[src/rtl/hyperbus_arb_pkg.sv]
// Shared types and constants for the two-master HyperBus AXI arbiter.
// Channel payloads travel as packed vectors; the last flag of W and R sits in bit 0.
package hyperbus_arb_pkg;

    typedef enum logic [2:0] {
        IDLE   = 3'd0,
        AR_FWD = 3'd1,
        R_DATA = 3'd2,
        AW_FWD = 3'd3,
        W_DATA = 3'd4,
        B_RESP = 3'd5
    } arb_state_e;

    localparam int NUM_SRC = 4;

    // Bit 1 of a source index selects the port, bit 0 selects write (1) or read (0).
    localparam logic [1:0] SRC_S0_AR = 2'd0;
    localparam logic [1:0] SRC_S0_AW = 2'd1;
    localparam logic [1:0] SRC_S1_AR = 2'd2;
    localparam logic [1:0] SRC_S1_AW = 2'd3;

    // len(8) size(3) burst(2) lock(1) cache(4) prot(3) qos(4) region(4)
    localparam int AX_CTRL_BITS = 29;
    localparam int RESP_BITS    = 2;

    function automatic logic [1:0] src_next(input logic [1:0] src);
        return src + 2'd1;
    endfunction

endpackage

[src/rtl/hyperbus_rr_arb4.sv]
// Combinational four-way round-robin pick: first requester at or after ptr wins.
module hyperbus_rr_arb4
    import hyperbus_arb_pkg::*;
(
    input  logic [NUM_SRC-1:0] req,
    input  logic [1:0]         ptr,
    output logic               grant_valid,
    output logic [1:0]         grant_idx
);

    // Scan ptr, ptr+1, ... with wrap; keep the first hit.
    always_comb begin
        logic [1:0] cand_s;
        logic       hit_s;
        cand_s      = ptr;
        hit_s       = 1'b0;
        grant_valid = 1'b0;
        grant_idx   = ptr;
        for (int i = 0; i < NUM_SRC; i++) begin
            cand_s      = ptr + 2'(i);
            hit_s       = req[cand_s] & ~grant_valid;
            grant_idx   = hit_s ? cand_s : grant_idx;
            grant_valid = grant_valid | req[cand_s];
        end
    end

endmodule

[src/rtl/hyperbus_axi_arbiter.sv]
// Shares the HyperBus AXI slave port between two masters, one whole AR+R or
// AW+W+B transaction at a time, round-robin over {s1.aw, s1.ar, s0.aw, s0.ar}.
module hyperbus_axi_arbiter
    import hyperbus_arb_pkg::*;
#(
    parameter int AXI_ADDR_WIDTH = 64,
    parameter int AXI_DATA_WIDTH = 64,
    parameter int AXI_ID_WIDTH   = 10,
    parameter int AXI_USER_WIDTH = 10,
    localparam int AX_W = AXI_ID_WIDTH + AXI_ADDR_WIDTH + AX_CTRL_BITS + AXI_USER_WIDTH,
    localparam int W_W  = AXI_DATA_WIDTH + AXI_DATA_WIDTH / 8 + AXI_USER_WIDTH + 1,
    localparam int R_W  = AXI_ID_WIDTH + AXI_DATA_WIDTH + RESP_BITS + AXI_USER_WIDTH + 1,
    localparam int B_W  = AXI_ID_WIDTH + RESP_BITS + AXI_USER_WIDTH
)(
    input  logic            clk_i,
    input  logic            rst_i,
    input  logic [AX_W-1:0] slv0_ar_chan,
    input  logic            slv0_ar_valid,
    output logic            slv0_ar_ready,
    input  logic [AX_W-1:0] slv0_aw_chan,
    input  logic            slv0_aw_valid,
    output logic            slv0_aw_ready,
    input  logic [W_W-1:0]  slv0_w_chan,
    input  logic            slv0_w_valid,
    output logic            slv0_w_ready,
    output logic [R_W-1:0]  slv0_r_chan,
    output logic            slv0_r_valid,
    input  logic            slv0_r_ready,
    output logic [B_W-1:0]  slv0_b_chan,
    output logic            slv0_b_valid,
    input  logic            slv0_b_ready,
    input  logic [AX_W-1:0] slv1_ar_chan,
    input  logic            slv1_ar_valid,
    output logic            slv1_ar_ready,
    input  logic [AX_W-1:0] slv1_aw_chan,
    input  logic            slv1_aw_valid,
    output logic            slv1_aw_ready,
    input  logic [W_W-1:0]  slv1_w_chan,
    input  logic            slv1_w_valid,
    output logic            slv1_w_ready,
    output logic [R_W-1:0]  slv1_r_chan,
    output logic            slv1_r_valid,
    input  logic            slv1_r_ready,
    output logic [B_W-1:0]  slv1_b_chan,
    output logic            slv1_b_valid,
    input  logic            slv1_b_ready,
    output logic [AX_W-1:0] mst_ar_chan,
    output logic            mst_ar_valid,
    input  logic            mst_ar_ready,
    output logic [AX_W-1:0] mst_aw_chan,
    output logic            mst_aw_valid,
    input  logic            mst_aw_ready,
    output logic [W_W-1:0]  mst_w_chan,
    output logic            mst_w_valid,
    input  logic            mst_w_ready,
    input  logic [R_W-1:0]  mst_r_chan,
    input  logic            mst_r_valid,
    output logic            mst_r_ready,
    input  logic [B_W-1:0]  mst_b_chan,
    input  logic            mst_b_valid,
    output logic            mst_b_ready
);

    arb_state_e state_r, state_s;
    logic       owner_r, owner_s;
    logic [1:0] ptr_r, ptr_s;
    logic       grant_valid_s;
    logic [1:0] grant_idx_s;
    logic       st_ar_s, st_r_s, st_aw_s, st_w_s, st_b_s;

    hyperbus_rr_arb4 u_rr_arb (
        .req         ({slv1_aw_valid, slv1_ar_valid, slv0_aw_valid, slv0_ar_valid}),
        .ptr         (ptr_r),
        .grant_valid (grant_valid_s),
        .grant_idx   (grant_idx_s)
    );

    // State, owner and round-robin pointer registers.
    always_ff @(posedge clk_i or posedge rst_i) begin
        if (rst_i) begin
            state_r <= IDLE;
            owner_r <= 1'b0;
            ptr_r   <= 2'd0;
        end else begin
            state_r <= state_s;
            owner_r <= owner_s;
            ptr_r   <= ptr_s;
        end
    end

    // Transaction sequencing; a burst ends only on the last-beat flag.
    always_comb begin
        state_s = state_r;
        owner_s = owner_r;
        ptr_s   = ptr_r;
        case (state_r)
            IDLE: begin
                if (grant_valid_s) begin
                    owner_s = (grant_idx_s == SRC_S1_AR) || (grant_idx_s == SRC_S1_AW);
                    ptr_s   = src_next(grant_idx_s);
                    state_s = ((grant_idx_s == SRC_S0_AW) || (grant_idx_s == SRC_S1_AW))
                              ? AW_FWD : AR_FWD;
                end else begin
                    state_s = IDLE;
                end
            end
            AR_FWD:  state_s = (mst_ar_valid && mst_ar_ready) ? R_DATA : AR_FWD;
            R_DATA:  state_s = (mst_r_valid && mst_r_ready && mst_r_chan[0]) ? IDLE : R_DATA;
            AW_FWD:  state_s = (mst_aw_valid && mst_aw_ready) ? W_DATA : AW_FWD;
            W_DATA:  state_s = (mst_w_valid && mst_w_ready && mst_w_chan[0]) ? B_RESP : W_DATA;
            B_RESP:  state_s = (mst_b_valid && mst_b_ready) ? IDLE : B_RESP;
            default: state_s = IDLE;
        endcase
    end

    assign st_ar_s = (state_r == AR_FWD);
    assign st_r_s  = (state_r == R_DATA);
    assign st_aw_s = (state_r == AW_FWD);
    assign st_w_s  = (state_r == W_DATA);
    assign st_b_s  = (state_r == B_RESP);

    // Payloads are muxed freely; only valid/ready are qualified by state and owner.
    assign mst_ar_chan   = owner_r ? slv1_ar_chan : slv0_ar_chan;
    assign mst_ar_valid  = st_ar_s & (owner_r ? slv1_ar_valid : slv0_ar_valid);
    assign slv0_ar_ready = st_ar_s & ~owner_r & mst_ar_ready;
    assign slv1_ar_ready = st_ar_s &  owner_r & mst_ar_ready;

    assign mst_aw_chan   = owner_r ? slv1_aw_chan : slv0_aw_chan;
    assign mst_aw_valid  = st_aw_s & (owner_r ? slv1_aw_valid : slv0_aw_valid);
    assign slv0_aw_ready = st_aw_s & ~owner_r & mst_aw_ready;
    assign slv1_aw_ready = st_aw_s &  owner_r & mst_aw_ready;

    assign mst_w_chan    = owner_r ? slv1_w_chan : slv0_w_chan;
    assign mst_w_valid   = st_w_s & (owner_r ? slv1_w_valid : slv0_w_valid);
    assign slv0_w_ready  = st_w_s & ~owner_r & mst_w_ready;
    assign slv1_w_ready  = st_w_s &  owner_r & mst_w_ready;

    assign slv0_r_chan   = mst_r_chan;
    assign slv1_r_chan   = mst_r_chan;
    assign mst_r_ready   = st_r_s & (owner_r ? slv1_r_ready : slv0_r_ready);
    assign slv0_r_valid  = st_r_s & ~owner_r & mst_r_valid;
    assign slv1_r_valid  = st_r_s &  owner_r & mst_r_valid;

    assign slv0_b_chan   = mst_b_chan;
    assign slv1_b_chan   = mst_b_chan;
    assign mst_b_ready   = st_b_s & (owner_r ? slv1_b_ready : slv0_b_ready);
    assign slv0_b_valid  = st_b_s & ~owner_r & mst_b_valid;
    assign slv1_b_valid  = st_b_s &  owner_r & mst_b_valid;

endmodule

[config.mk]
export PLATFORM = sky130hd
export DESIGN_NAME = hyperbus_axi_arbiter
export DESIGN_NICKNAME = d
export VERILOG_FILES = /design/src/rtl/hyperbus_arb_pkg.sv /design/src/rtl/hyperbus_rr_arb4.sv /design/src/rtl/hyperbus_axi_arbiter.sv
export SDC_FILE = /design/constraint.sdc
export NUM_CORES = 1
export LEC_CHECK = 0
export CAP_MARGIN = 10
export CORE_AREA = 2 2 494 496
export DETAILED_ROUTE_END_ITERATION = 8
export DIE_AREA = 0 0 496 498
export SYNTH_ARGS = -nofsm -noshare
export SYNTH_HDL_FRONTEND = slang
export SYNTH_HIERARCHICAL = 1
export SYNTH_SLANG_ARGS = --single-unit
[constraint.sdc]
create_clock -name clk_i -period 1.45 [get_ports clk_i]
set_input_delay 0.435 -clock clk_i [delete_from_list [all_inputs] [get_ports clk_i]]
set_output_delay 0.435 -clock clk_i [all_outputs]
set_load 0.01 [all_outputs]
==> results <==
- Counting flops with an async set or reset pin after synthesis yields a share of 100.0%.
- The CTS tree is built.
- The floorplan step set the die height to 498 um.
- The final layout contains routed wiring with a total length of 227.7 mm.
- The number of detailed-routing iterations run before antenna repair is 5.
- The share of synthesized area occupied by flip-flops and latches is 2.430%.
- The count of input and output buffers is 961.
- The worst setup path is captured at a primary output.
- The number of hold violations in the final report was 0.
- The I/O pin count is 1286.
- Using the TritonRoute via totals, the vias-per-cell ratio works out to 2.237.
- The number of placement rows is 181.
- In this run, synthesis produced a sequential element count of 6.
- The sum of net half-perimeters after detailed placement is 218.2 mm.
- Entering global routing, the biggest net connects 32 pins.
- The sequential cell area is 153.9 um^2.
- The flow ran to the end, but the final reports show violations.
- The number of global-route vias before repair came to 9578.
- In this run, synthesis inferred 0 flip-flops with an integrated enable.
- The worst reg2reg path endpoint is state_r[0].
- The post-placement cell count is 4610.
- The slew at the pin closest to its max-slew limit is 0.8560 ns.
- The post-layout minimum cycle time is 2.397 ns.
- IR analysis of the VDD net gives a maximum drop of 0.0006487 V.
- Of all nets on the critical path, the largest fanout is 11.
- The power per cell area is 1320 nW/um^2.
- Among all flip-flop cells after synthesis, the most frequent one is dfrtp_1.
- At the later pin of the worst-skew pair, clock insertion delay measures 0.25 ns.
- The class of the worst hold path is input pin to asynchronous set/reset pin.
- The maximum frequency from static timing analysis is 417.2 MHz.
- The worst setup path endpoint is mst_aw_chan[16].
- The number of buffers created by CTS is 3.
- For this configuration, the core starts out at a cell density of 2.554%.
- The total power of the final layout is 27.98 mW.
- The CTS sink count is 6.
- The static power due to leakage is 7.866 nW.
- The global-route usage over all layers is 17.44%.
- In this run the register-to-register setup slack is -0.48 ns.
- The area used by multi-input combinational logic is 4867 um^2.
- The number of endpoints failing setup at the final stage is 330.
- The critical path launch point is owner_r.
- The cell area that synthesis handed to floorplanning was 6178 um^2.
- The number of instances in the synthesized netlist is 651.
- In this run, distinct cell masters in the synthesized netlist total 33.
- The first global-routing pass estimated 244.1 mm of wire.
- The aggregate global routing overflow is 0.
- Measured against its own limit, the worst slew margin works out to 42.94%.
- The tree is rooted in a clkbuf_16.
- The tool flagged a number of max-cap violations equal to 0.
- From synthesis to final layout, the design area changed by 242.9%.
- The worst setup path is launched from a register.
- After the last flow step, the layout net total stands at 2205.
- In this run the critical register-to-register path is launched from owner_r.
- In the post-route analysis, the smallest setup slack over all paths is -0.9469 ns.
- The die covers 247000 um^2.
- Counting the fill cells in the layout gives 28110.
- Of the cells placed in the final design, the portion with a size suffix greater than 1 is 49.76%.
- The number of antenna violations at the first check in global routing is 283.
- Averaged over all synthesized cells, the footprint is 9.491 um^2.
- Setup repair after global routing could not meet its margin everywhere.
- The final reports fail on negative setup slack.
- The core region is 241900 um^2.
- The worst setup slack after placement is -1.300 ns.
- The clock passes through at most 2 buffers.
- The critical path start-end classification is register to primary output.
- The die extent in x is 496 um.
- CTS built an H-tree with a depth of 1.
- The starting DRC count in detailed routing is 751.
- After layout, the worst path uses 165.3% of the clock period.
- In the layout the commonest cells are 627 x clkdlybuf4s50_1, 197 x mux2_4, 121 x buf_12.
- The routed length per placed instance is 47.79 um.
- In the final timing run, aggregate negative setup slack is -242.51 ns.
- The count of synthesis-stage warnings from yosys is 6.
- For the worst setup path, the data required time is 1.02 ns.
- The number of max-slew violations in the final report is 0.
- The global placer's final weighted congestion is 1.049.
- The count of vias placed by the detailed router is 10660.
- The count of nets left with antenna violations once routing finished came out at 0.
- The number of standard cells in the final layout excluding fillers is 4765.
- At the worst endpoint, the arrival time is 1.96 ns.
- The total of hold buffers inserted after clock tree synthesis is 0.
- The clock skew is 0.01374 ns.
- The library cell used most frequently in the layout, excluding fill and tap cells, is clkdlybuf4s50_1.
- For this run, design rule violations remaining after detail routing come to 0.
- The number of nets produced by synthesis is 1398.
- Measured in cells, the most critical reg-to-reg path has a length of 7.
- After clock tree synthesis, the clock-pin slew on the worst setup and hold paths is 0.05 ns.
## state kept, by name, indices dropped and copies added, names as in the netlist
signal	count
owner_r	1
ptr_r	2
state_r	3
## where the power goes
part,switching [mW],total (mW),internal (mW)
clock network,0.141,0.510,0.370
logic,13.2,27.1,13.9
registers,0.151,0.412,0.262
## worst max-delay path: stages (launching register included)
cell     delay [ns]
dfrtp_4        0.53
buf_12         0.19
buf_12         0.14
buf_12         0.14
buf_16         0.16
mux2_4         0.33
buf_12         0.15
## worst min path at each step
stage | end | slack, ns | cells after the start
after floorplan | owner_r | 0.23 | 1
after global placement | ptr_r[0] | 0.52 | 1
after detailed placement | ptr_r[0] | 0.53 | 1
after CTS | owner_r | 0.52 | 2
after global routing | owner_r | 0.55 | 2
final | owner_r | 0.53 | 2
## per-layer routing
metal / part of all wire, % / up-vias / wire length, um / track usage, %
met1: 30 / 4625 / 68400 / 15.42
met2: 41 / 1524 / 93190 / 25.61
li1: - / 3838 / - / -
met4: 3.6 / 166 / 8205 / 5.013
met3: 25 / 507 / 56520 / 19.64
met5: 0.62 / - / 1402 / 1.115
## cells in the mapped netlist, drive strengths merged (3+ instances only)
master | instances | share of area (%)
ha | 3 | 0.61
nand3 | 4 | 0.40
dfrtp | 6 | 2.4
mux2 | 311 | 57
o21ai | 6 | 0.49
nor2 | 9 | 0.55
nand2 | 7 | 0.43
mux2i | 4 | 0.65
nor3 | 7 | 0.57
a21oi | 5 | 0.40
buf | 257 | 33
inv | 8 | 0.49
nor2b | 4 | 0.40
nand2b | 6 | 0.61
## final cells by class
class	count	area share, %
antenna	106	1.252
clock buffer	4	0.3721
inverter	8	0.1417
multi-input combinational	380	22.97
sequential	6	0.7264
tap	3202	18.91
timing repair buffer	1059	55.63
## cell families (layout without fill, tap and decap cells)
logic type | Yosys count | count (layout) | synth area share [%]
mux | 315 | 315 | 57.45
buf+inv | 265 | 1071 | 33.52
simple gates | 42 | 42 | 3.828
compound gates | 20 | 20 | 2.167
flops | 6 | 6 | 2.430
fa+ha+maj | 3 | 3 | 0.6076
other cells | 0 | 106 | 0
## per-stage QoR
stage | utilization, % | cell area (um^2) | hold WS, ns
floorplan | - | 6973 | 0.2260
global placement | 8.163 | 19740 | 0.5243
detailed placement | 8.163 | 19740 | 0.5338
CTS | 8.270 | 20000 | 0.5243
global route | 8.695 | 21030 | 0.5545
finish | 8.760 | 21190 | 0.5295
## what timing repair did
action | in CTS | in global routing
pin swaps | 0 | 6
resized for setup | 231 | 334
gates cloned | 2 | 5
endpoints found under the setup margin | 332 | 332
setup buffers | 7 | 32
No activity file was read; power rests on OpenSTA's default activity.
